**config.mk**
```make
export PLATFORM = sky130hd
export DESIGN_NAME = pipelined_adder
export DESIGN_NICKNAME = d
export VERILOG_FILES = /design/src/rtl/pipelined_adder.sv
export SDC_FILE = /design/constraint.sdc
export NUM_CORES = 1
export LEC_CHECK = 0
export CORE_MARGIN = 2
export CORE_UTILIZATION = 33
export DETAILED_ROUTE_END_ITERATION = 10
export PLACE_DENSITY = 0.52
export SYNTH_ARGS = -nofsm -noshare
export SYNTH_HDL_FRONTEND = slang
export SYNTH_SLANG_ARGS = --single-unit
```
**constraint.sdc**
```tcl
create_clock -name clk -period 1.9 [get_ports clk]
set_input_delay 0.475 -clock clk [delete_from_list [all_inputs] [get_ports clk]]
set_output_delay 0.475 -clock clk [all_outputs]
set_load 0.02 [all_outputs]
```
**src/rtl/pipelined_adder.sv**
```systemverilog
`default_nettype none
// ============================================================================
//  Module   : pipelined_adder
//  Brief    : Pipelined ripple-carry adder with valid/ready handshakes.
//             Optional macro OVERFLOW_DETECT_EN adds a registered signed
//             overflow flag on ovf (tied low otherwise).
//  Revision : 1.0  initial release
// ============================================================================
module pipelined_adder #(
   parameter int WIDTH  = 8,
   parameter int STAGES = 4
) (
   input  logic             clk,
   input  logic             rst,
   input  logic             in_valid,
   output logic             in_ready,
   input  logic [WIDTH-1:0] a,
   input  logic [WIDTH-1:0] b,
   input  logic             cin,
   output logic             out_valid,
   input  logic             out_ready,
   output logic [WIDTH-1:0] sum,
   output logic             cout,
   output logic             ovf
);

   localparam int CW = WIDTH / STAGES;

   if (WIDTH < 1 || STAGES < 1 || (WIDTH % STAGES) != 0) begin : g_param_check
      $error("pipelined_adder: WIDTH must be >= 1 and a multiple of STAGES");
   end

   logic advance;

   // Reset forces advance so in_ready is high while rst is asserted.
   assign advance  = rst | ~out_valid | out_ready;
   assign in_ready = advance;

   for (genvar k = 0; k < STAGES; k++) begin : g_stage
      localparam int IN_W = WIDTH - k * CW;
      localparam int REM  = IN_W - CW;

      logic [IN_W-1:0]       a_in;
      logic [IN_W-1:0]       b_in;
      logic                  c_in;
      logic                  v_in;
      logic [CW:0]           chunk;
      logic [(k+1)*CW-1:0]   s_next;
      logic                  valid_q;
      logic                  carry_q;
      logic [(k+1)*CW-1:0]   sum_q;

      assign chunk = {1'b0, a_in[CW-1:0]} + {1'b0, b_in[CW-1:0]} + {{CW{1'b0}}, c_in};

      if (k == 0) begin : g_first
         assign a_in   = a;
         assign b_in   = b;
         assign c_in   = cin;
         assign v_in   = in_valid;
         assign s_next = chunk[CW-1:0];
      end else begin : g_next
         assign a_in   = g_stage[k-1].g_ops.a_q;
         assign b_in   = g_stage[k-1].g_ops.b_q;
         assign c_in   = g_stage[k-1].carry_q;
         assign v_in   = g_stage[k-1].valid_q;
         assign s_next = {chunk[CW-1:0], g_stage[k-1].sum_q};
      end

      always_ff @(posedge clk) begin
         if (rst) begin
            valid_q <= 1'b0;
            carry_q <= 1'b0;
            sum_q   <= '0;
         end else if (advance) begin
            valid_q <= v_in;
            carry_q <= chunk[CW];
            sum_q   <= s_next;
         end
      end

      // Operand bits for later chunks travel with their stage (input skew).
      if (REM > 0) begin : g_ops
         logic [REM-1:0] a_q;
         logic [REM-1:0] b_q;

         always_ff @(posedge clk) begin
            if (advance) begin
               a_q <= a_in[IN_W-1:CW];
               b_q <= b_in[IN_W-1:CW];
            end
         end
      end

`ifdef OVERFLOW_DETECT_EN
      if (k == STAGES - 1) begin : g_ovf
         logic ovf_q;

         // a^b^sum at the MSB recovers the carry into the MSB.
         always_ff @(posedge clk) begin
            if (rst) begin
               ovf_q <= 1'b0;
            end else if (advance) begin
               ovf_q <= a_in[CW-1] ^ b_in[CW-1] ^ chunk[CW-1] ^ chunk[CW];
            end
         end
      end
`endif
   end

   assign out_valid = g_stage[STAGES-1].valid_q;
   assign sum       = g_stage[STAGES-1].sum_q;
   assign cout      = g_stage[STAGES-1].carry_q;

`ifdef OVERFLOW_DETECT_EN
   assign ovf = g_stage[STAGES-1].g_ovf.ovf_q;
`else
   assign ovf = 1'b0;
`endif

endmodule
`default_nettype wire
```
==> key figures, run 1 <==
Die
  • Core Rows: 29
  • Overall die height: 86.0 µm
  • Starting Density: 34.5%
  • Core area: 0.00642 mm²
  • Die width: 86.0 µm
  • Io pins: 33
  • Die ar.: 0.00739 mm²

Timing
  • Clock Skew: 0.00375 ns
  • Final worst-path cycle share: 96.2%
  • Setup ws final: 0.0731 ns
  • Final setup vio count: 0
  • RSZ-0062 raised after global routing: false
  • Fin crit period: 1.83 ns
  • Max Slew Vio Count: 0
  • Fmax: 547 MHz
  • Fin Setup TNS: 0 ns
  • Hold Vio Cnt, Final: 0

Route
  • Vias/cell: 4.55
  • Initial DRT Pass Iterations: 2
  • DR vias: 1223
  • DRC Markers: 0
  • Remaining antenna violation count after routing: 0
  • DRT iter0 DRCs: 41
  • DRT Wirelength: 3.32 mm
  • Avg WL per Cell: 12.3 µm

Clock network
  • CTS resizes: 7
  • Post-CTS setup buffers: 0
  • Root buf cell: clkbuf_8
  • CTS clk-pin slew, worst paths: 0.09 ns
  • CTS tree: built
  • CTS sink cnt: 52
  • Hold-fix buffer count after cts: 0
  • Num CTS Buffers: 5
  • Clock Latency Late Sink: 0.30 ns
  • CTS Buffer Depth: 2
  • H-Tree Depth: 2

Setup path
  • CP Cell Sequence: clkdlybuf4s50_1, inv_1, fa_1, fa_1, a211oi_2
  • Slowest-stage cell, CP: clkdlybuf4s50_1
  • CP dominant cell by count: fa_1
  • Setup CP Type: input port to flip-flop
  • WP data arrival: 2.05 ns
  • Crit-path max FO: 1
  • CP endpoint kind: flip-flop
  • WP data required: 2.13 ns
  • Top delay family on crit path: adder cells
  • Worst Path Buf+Inv: 2
  • Delay of the slowest critical-path stage: 0.46 ns
  • CP startpoint kind: input port

Run
  • Max cap viols: 0

Synth
  • Synth Register Bits: 52
  • Ranking of synthesized cells by area: edfxtp_1 (33%), dfxtp_1 (25%), fa_1 (7.2%), a211oi_2 (5.1%), nor3b_2 (5.1%)
  • Biggest area consumer among synthesized cells: edfxtp_1
  • Yosys cell types: 21
  • Syn Area/Cell: 14.0 µm²
  • Synth Instances: 158
  • Syn nets: 187
  • Post-synth EDFFs: 24
  • Yosys warns: 0
  • Synthesized area: 0.00222 mm²
  • Top cell type's share of synthesized area: 32.5%
  • Top FF cell, synth: dfxtp_1
  • Ys async rst share: 0%
  • Register area share after synthesis: 57.8%

Cells and area
  • Core Util, Final: 41.8%
  • ANT cells: 0
  • Synth-to-layout area growth: 21.2%
  • Final net count: 220
  • Post-Layout Cell Count: 269
  • Share of layout cells above drive strength 1: 17.7%
  • Fillcell total: 591

GRT
  • Largest net degree at the start of global routing: 36
  • GR Util All Layers: 9.90%
  • Initial antenna violation count: 0
  • Top Usage Layer GRT: met2
  • Met2 Usage GRT: 18.3%
  • GRT Residual Overflow: 0
  • Global-route wire length before repair: 5.73 mm
  • Routing usage on met3: 2.89%
  • Vias in the first global route: 1311
  • Met1 global-route usage: 10.3%

Power and ir drop
  • Total leakage power: 1.02 nW
  • Pwr Density: 837 mW/mm²
  • Worst vdd ir: 0.400 mV
  • Total power draw: 2.25 mW

Worst hold path
  • Hold Path Class: flip-flop to flip-flop

Place
  • Hpwl dp: 2.17 mm
  • Port Buf Inserts: 31
  • Gp weighted congestion: 0.685
  • Dpl cells: 261
  • Dpl ws: -0.476 ns

Status
  • Outcome: complete, no violations
==> layer usage <==
metal	share of wire, %	vias to the layer above
li1	-	599
met1	43	594
met2	51	26
met3	4.8	4
met4	0.90	0
met5	0	-
==> sequential cells by signal, indices dropped and copies added, names as in the netlist <==
register,count
g_stage.sum_q,12
g_stage.valid_q,3
cout,1
out_valid,1
g_stage.g_ops.a_q,12
g_stage.carry_q,3
g_stage.g_ops.b_q,12
sum,8
==> cell families after synthesis <==
logic type	after synthesis	synth area share (%)
AOI/OAI and AO/OA	20	7.90
adders and majority gates	8	7.22
buffers and inverters	32	8.41
DFF	52	57.8
muxes	8	3.61
other	1	0.169
and+or+nand+nor	37	14.9
==> power breakdown <==
part / switching, mW / leakage [nW] / internal (mW)
clock: 0.340 / 0.0552 / 0.391
combinational: 0.108 / 0.485 / 0.133
sequential: 0.0321 / 0.485 / 1.25
==> layout by cell type, fill, tap and decap left out, types with 5 or more instances in the layout <==
cell type / instances
nand2b_1: 16
buf_4: 6
o21ai_0: 7
clkbuf_8: 5
nor3b_2: 9
fa_1: 8
edfxtp_1: 24
mux2i_1: 8
clkdlybuf4s50_1: 28
inv_1: 21
a211oi_2: 9
dfxtp_1: 28
nand4bb_1: 7
==> cell usage after synthesis (3+ instances only) <==
cell and n:
mux2i_1 8, inv_1 21, buf_6 3, nand4bb_1 7
a211oi_2 9, nor3b_1 3, buf_4 4, dfxtp_1 28
fa_1 8, nand2b_1 17, edfxtp_1 24, nor3b_2 9
o21ai_0 7, a211oi_1 3
==> area by class of cell <==
cell class	instances	area (µm²)	area share, %
clock buffers	6	72.6	2.70
clock inverters	2	35.0	1.30
inverters	21	78.8	2.93
multi-input cells	74	757	28.2
flip-flops and latches	52	1280	47.7
well taps	77	96.3	3.58
repair buffers	37	367	13.6
==> through the flow <==
stage / area, µm² / hold WS [ns]
finish: 2690 / 0.424
global placement: 2570 / 0.401
global route: 2690 / 0.433
CTS: 2690 / 0.428
detailed placement: 2570 / 0.405
floorplan: 2220 / 0.400
==> path summary, 6_finish.rpt <==
kind                            cells past startpoint                      end  slack (ns)                    start
worst max-delay path                                5      g_stage[0].sum_q[1]        0.07                     a[0]
worst min-delay path                                0  g_stage[1].g_ops.b_q[2]        0.42  g_stage[0].g_ops.b_q[4]
worst max register to register                      4      g_stage[2].sum_q[5]        0.34       g_stage[1].carry_q
worst min register to register                      0  g_stage[1].g_ops.b_q[2]        0.42  g_stage[0].g_ops.b_q[4]
(Power assumes the default switching activity.)
==> run 2: changes to the inputs <==
--- a/config.mk
+++ b/config.mk
@@ -9,6 +9,7 @@
 export CORE_UTILIZATION = 33
 export DETAILED_ROUTE_END_ITERATION = 10
 export PLACE_DENSITY = 0.52
+export RECOVER_POWER = 100
 export SYNTH_ARGS = -nofsm -noshare
 export SYNTH_HDL_FRONTEND = slang
 export SYNTH_SLANG_ARGS = --single-unit
==> key figures, run 2 (same netlist as run 1, synthesis figures left out) <==
Status
  • Outcome: complete, no violations

Die
  • Core area: 0.00642 mm² (unchanged)
  • Core Rows: 29 (unchanged)
  • Overall die height: 86.0 µm (unchanged)
  • Die ar.: 0.00739 mm² (unchanged)
  • Starting Density: 34.5% (unchanged)
  • Io pins: 33 (unchanged)
  • Die width: 86.0 µm (unchanged)

Power and ir drop
  • Pwr Density: 844 mW/mm² (+0.80%)
  • Sequential cell fraction of total power: 57.4% (+0.6 points)
  • Net switching power: 0.478 mW (-0.46%)
  • Logic pwr share: 9.7% (-1.0 points)
  • Clock Power Share: 33.0% (+0.5 points)
  • Switching Share: 21.4% (+0.11 points)
  • Total power draw: 2.23 mW (-0.99%)
  • Total leakage power: 1.04 nW (+1.2%)
  • Pint: 1.75 mW (-1.1%)
  • Worst vdd ir: 0.396 mV (-1.1%)

Cells and area
  • Synth-to-layout area growth: 19.1%
  • Top flop regs: g_stage.g_ops.a_q x12, g_stage.g_ops.b_q x12, g_stage.sum_q x12
  • Most common cell after layout, fill and taps aside: dfxtp_1
  • Share of layout cells above drive strength 1: 13.5% (-4.2 points)
  • ANT cells: 0 (unchanged)
  • Most frequent cells in the layout: dfxtp_1 (28), edfxtp_1 (24), inv_1 (21), dlygate4sd3_1 (21), nand2b_1 (17)
  • Final net count: 220 (unchanged)

Clock network
  • Root buf cell: clkbuf_8
  • CTS sink cnt: 52 (unchanged)
  • H-Tree Depth: 2 (unchanged)
  • Num CTS Buffers: 5 (unchanged)
  • Post-CTS setup buffers: 0 (unchanged)
  • Hold-fix buffer count after cts: 0 (unchanged)
  • CTS Buffer Depth: 2 (unchanged)
  • CTS clk-pin slew, worst paths: 0.09 ns (about the same)
  • CTS tree: built
  • Clock Latency Late Sink: 0.30 ns (about the same)

Timing
  • Slew of the pin with the lowest slew margin: 0.622 ns
  • Setup ws final: 0.0503 ns (-0.0228 ns)
  • RSZ-0062 raised after global routing: false
  • Final setup vio count: 0 (unchanged)
  • Hold Vio Cnt, Final: 0 (unchanged)
  • Fin crit period: 1.85 ns (+0.0228 ns)
  • Clock Skew: 0.00330 ns (-0.000453 ns)
  • Fmax: 541 MHz (-1.2%)
  • Max-slew headroom: 58.5%
  • Final worst-path cycle share: 97.4% (+1.2 points)
  • Max Slew Vio Count: 0 (unchanged)

Route
  • Avg WL per Cell: 12.3 µm (-0.27%)
  • DRT iter0 DRCs: 52 (+27%)
  • Remaining antenna violation count after routing: 0 (unchanged)
  • Initial DRT Pass Iterations: 4 (+2)
  • DR vias: 1224 (+0.082%)
  • Vias/cell: 4.55 (about the same)
  • DRC Markers: 0 (unchanged)
  • DRT Wirelength: 3.31 mm (-0.27%)

Setup path
  • Slowest-stage cell, CP: clkdlybuf4s50_1
  • R2R cell count: 4 (unchanged)
  • Crit Reg-Reg Startpoint: g_stage[1].carry_q
  • WP data arrival: 2.07 ns (+0.02 ns)
  • CP endpoint kind: flip-flop
  • Worst path depth: 5 (unchanged)
  • R2R Path End: g_stage[2].sum_q[5]
  • Top delay family on crit path: adder cells
  • Crit path to: g_stage[0].sum_q[1]
  • R2R setup slack: 0.32 ns (-0.02 ns)
  • Critical path origin: a[0]
  • CP startpoint kind: input port
  • CP Cell Sequence: clkdlybuf4s50_1, inv_1, fa_1, fa_1, a211oi_1
  • Setup CP Type: input port to flip-flop
  • WP data required: 2.12 ns (about the same)
  • Delay of the slowest critical-path stage: 0.46 ns (about the same)
  • CP dominant cell by count: fa_1
  • Worst Path Buf+Inv: 2 (unchanged)
  • Crit-path max FO: 1 (unchanged)

Place
  • Dpl ws: -0.476 ns (unchanged)
  • Port Buf Inserts: 31 (unchanged)
  • Gp weighted congestion: 0.685 (unchanged)
  • Hpwl dp: 2.17 mm (unchanged)

GRT
  • Largest net degree at the start of global routing: 36 (unchanged)
  • Vias in the first global route: 1311 (unchanged)
  • GR Util All Layers: 9.90% (unchanged)
  • Initial antenna violation count: 0 (unchanged)
  • GRT Residual Overflow: 0 (unchanged)
  • Global-route wire length before repair: 5.73 mm (unchanged)

Worst hold path
  • Hold Path Class: flip-flop to flip-flop

Run
  • Max cap viols: 0 (unchanged)
run 2: cell count changes in the layout (fill, tap and decap cells not counted):
| cell | before | now |
|---|---|---|
| clkdlybuf4s50_1 | 28 | 7 |
| dlygate4sd3_1 | 0 | 21 |
| a211oi_1 | 3 | 10 |
| a211oi_2 | 9 | 2 |
| buf_4 | 6 | 3 |
| clkbuf_2 | 0 | 2 |
| clkbuf_4 | 0 | 1 |
| nand2b_1 | 16 | 17 |
| nand2b_4 | 1 | 0 |
run 2: worst register-to-register path, cell delays in order (launching register included):
cell and delay, ns:
dfxtp_1 0.36, inv_1 0.07, fa_1 0.43, fa_1 0.44, a211oi_1 0.20
run 2: worst min-delay path by stage:
stage,cells past startpoint,startpoint,slack [ns],endpoint
2_1_floorplan,0,g_stage[0].g_ops.a_q[2],0.40,g_stage[1].g_ops.a_q[0]
3_3_place_gp,0,g_stage[1].g_ops.b_q[3],0.40,g_stage[2].g_ops.b_q[1]
3_5_place_dp,0,g_stage[0].g_ops.b_q[4],0.41,g_stage[1].g_ops.b_q[2]
4_1_cts,0,g_stage[0].g_ops.b_q[4],0.43,g_stage[1].g_ops.b_q[2]
5_1_grt,0,g_stage[0].g_ops.b_q[5],0.43,g_stage[1].g_ops.b_q[3]
6_report,0,g_stage[0].g_ops.b_q[4],0.43,g_stage[1].g_ops.b_q[2]
run 2: cell type report:
cell class / count / area (µm²)
fillers: 599 / 3780
flip-flops and latches: 52 / 1280
multi-input cells: 74 / 714
repair buffers: 37 / 362
well taps: 77 / 96.3
inverters: 21 / 78.8
clock buffers: 6 / 72.6
clock inverters: 2 / 35.0
run 2: power groups by stage:
stage / combinational (mW) / clock (mW) / sequential [mW]
after global routing: 0.243 / 0.810 / 1.29
after CTS: 0.247 / 0.771 / 1.28
after global placement: 0.240 / 0 / 1.30
final: 0.216 / 0.735 / 1.28
after detailed placement: 0.245 / 0 / 1.31
after floorplan: 0.137 / 0 / 1.32
run 2: repair_timing:
item,in CTS,in global routing
endpoints found under the setup margin,2,1
resized for setup,7,1
pin swaps,0,0
run 2: stage by stage:
stage                     setup TNS [ns]  util [%]  area (µm²)  hold WS [ns]  std cells
final                                  0      41.1        2640         0.425        269
after global placement             -1.37      40.1        2570         0.401        261
after CTS                              0      41.8        2690         0.428        269
after detailed placement           -2.24      40.1        2570         0.405        261
after floorplan                        0         -        2220         0.400        158
after global routing                   0      41.1        2640         0.433        269
run 2: routing by layer:
metal,wire [µm],track usage (%),up-vias
li1,-,-,602
met1,1470,10.3,587
met2,1620,18.3,27
met3,158,2.89,8
met4,59,4.33,0
met5,0,0,-
==> RTL change (settings of run 1) <==
`WIDTH`: 8 -> 12.
--- a/src/rtl/pipelined_adder.sv
+++ b/src/rtl/pipelined_adder.sv
@@ -7,7 +7,7 @@
 //  Revision : 1.0  initial release
 // ============================================================================
 module pipelined_adder #(
-   parameter int WIDTH  = 8,
+   parameter int WIDTH  = 12,
    parameter int STAGES = 4
 ) (
    input  logic             clk,
Interface: changed (resized a, b and sum); port bits go from 33 to 45. The function was not compared with the original's and may differ.
==> RTL change against run 1 <==
- sequential power rose by 43%
- routed wire length rose by 28%
- register-to-register slack worse by 0.10 ns
- sequential cell count up 22
- worst setup slack got worse by 0.018 ns
- sequential share of layout area grew 4.1 points
- final area is 32% higher
- synthesized area increased by 30%
- power up 50%
- critical path type is now input pin to output port
- die area up 28%
- critical path depth fell by 1
- maximum frequency down 0.97%
==> RTL change: results (changes against run 1) <==
* Clock transition at path regs at 0.09 ns (about the same)
* Layout cell share with drive strength beyond 1 at 8.621% (-9.1 points)
* Biggest regs: g_stage.g_ops.a_q x18, g_stage.g_ops.b_q x18, g_stage.sum_q x18
* Vias in the first global route at 1661 (+27%)
* Num CTS Buffers at 9 (+4)
* Final antenna diode count at 0 (unchanged)
* Fillers at 849 (+44%)
* Drt pass-1 iters at 3 (+1)
* YS warnings at 0 (unchanged)
* # H-tree levels at 3 (+1)
* Library cells used by synthesis at 21 (unchanged)
* Critical Path Fanout Max at 2 (+1)
* Maxcap violations at 0 (unchanged)
* Total Wirelength at 4.261 mm (+28%)
* Clock buffer depth at 2 (unchanged)
* Layout Skew at 0.01136 ns (+0.007610 ns)
* First DRT Iteration DRCs at 58 (+41%)
* Commonest cells in the netlist: nand2_1, dfxtp_1, edfxtp_1
* Area contributors post-synth: edfxtp_1, dfxtp_1, nand2_1, fa_1, a21oi_1
* Leak at 1.372 nW (+34%)
* Total Routing Usage GR at 9.610% (-0.29 points)
* Sequential area share after synthesis at 64.14% (+6.4 points)
* Synth Flop Type: dfxtp_1
* Hold crit path type: flop to flop
* Largest net degree at the start of global routing at 43 (+19%)
* EDFF count, synth at 36 (+50%)
* Status: finished, final reports clean
* Max IR drop VDD at 0.5198 mV (+30%)
* Avg Vias per Cell at 4.204 (-7.5%)
* Net Count, Synth at 286 (+53%)
* Ys async rst share at 0% (unchanged)
* CP Data Arrival Time at 1.37 ns (-0.68 ns)
* Clock root buffer: clkbuf_8
* Placed instance area at 3362 sq um (+31%)
* DPL Wire Length at 2.688 mm (+24%)
* GPL Wtd Cong at 0.6858 (+0.12%)
* First-pass GRT wire length at 7.286 mm (+27%)
* PortBufs at 43 (+39%)
* NumNets Final at 330 (+50%)
* Initial antenna violation count at 0 (unchanged)
* Clock Latency Late Sink at 0.34 ns (+0.04 ns)
==> RTL change: cell types whose count changed in the layout (fill, tap and decap cells not counted), moves of 12 or more <==
cell / delta
a21oi_1: +25
clkdlybuf4s50_1: +14
edfxtp_1: +12
nand2_1: +52
nand2b_1: -15
nor2_1: +14
==> RTL change: power breakdown <==
part	total (W)	internal, W	switching, W	leakage (nW)
registers	0.00183	0.00178	0.0000459	0.694
logic	0.000333	0.000180	0.000153	0.580
clock network	0.00121	0.000618	0.000593	0.0983
total	0.00337	0.00258	0.000792	1.37
==> RTL change: metrics by stage <==
stage	TNS [ns]	util, %	cells	setup slack, ns	power (W)
floorplan	0	-	241	0.1147	0.002061
global placement	-0.9688	39.12	382	-0.3410	0.002197
detailed placement	-1.204	39.12	382	-0.3355	0.002204
CTS	0	41.39	398	0.03988	0.003438
global route	0	41.42	398	0.01779	0.003548
finish	0	41.42	398	0.05520	0.003374
==> RTL change: cell families after synthesis <==
kind of cell,share of synthesized area (%)
buffers and inverters,6.623
flip-flops,64.14
XOR/XNOR,1.220
adder cells (fa/ha/maj),9.063
AND/OR/NAND/NOR,10.11
other,0.1306
AO/OA/AOI/OAI,8.714
==> RTL change: worst paths after layout <==
path,start,slack [ns],depth (start not counted),to
setup / recovery,out_ready,0.06,4,in_ready
hold / removal,g_stage[1].g_ops.b_q[3],0.42,0,g_stage[2].g_ops.b_q[0]
setup reg to reg,g_stage[0].carry_q,0.24,6,g_stage[1].sum_q[5]
hold reg to reg,g_stage[1].g_ops.b_q[3],0.42,0,g_stage[2].g_ops.b_q[0]
==> RTL change: final cells by class <==
class	count	share of cell area (%)
well taps	108	3.796
multi-input cells	135	23.80
flip-flops and latches	74	51.74
repair buffers	47	13.15
clock inverters	7	2.144
inverters	18	1.898
clock buffers	9	3.480
==> RTL change: metal layers <==
layer / routed length [um] / vias up / global-route usage [%]
met1: 2163 / 753 / 12.02
met3: 187 / 4 / 3.885
li1: - / 882 / -
met4: 49 / 0 / 4.808
met5: 0 / - / 0
met2: 1860 / 34 / 14.42
==> RTL change: worst max-delay path: stages <==
cell	delay [ns]
clkdlybuf4s50_1	0.43
nor2b_2	0.19
nand2b_2	0.11
buf_2	0.17
==> RTL change: timing repair <==
action / 4_1_cts / 5_1_grt
pin swaps: 0 / 0
setup buffers: 0 / 0
endpoints found under the hold margin: 0 / 0
gates resized for setup: 4 / 1
setup endpoints to repair: 1 / 1
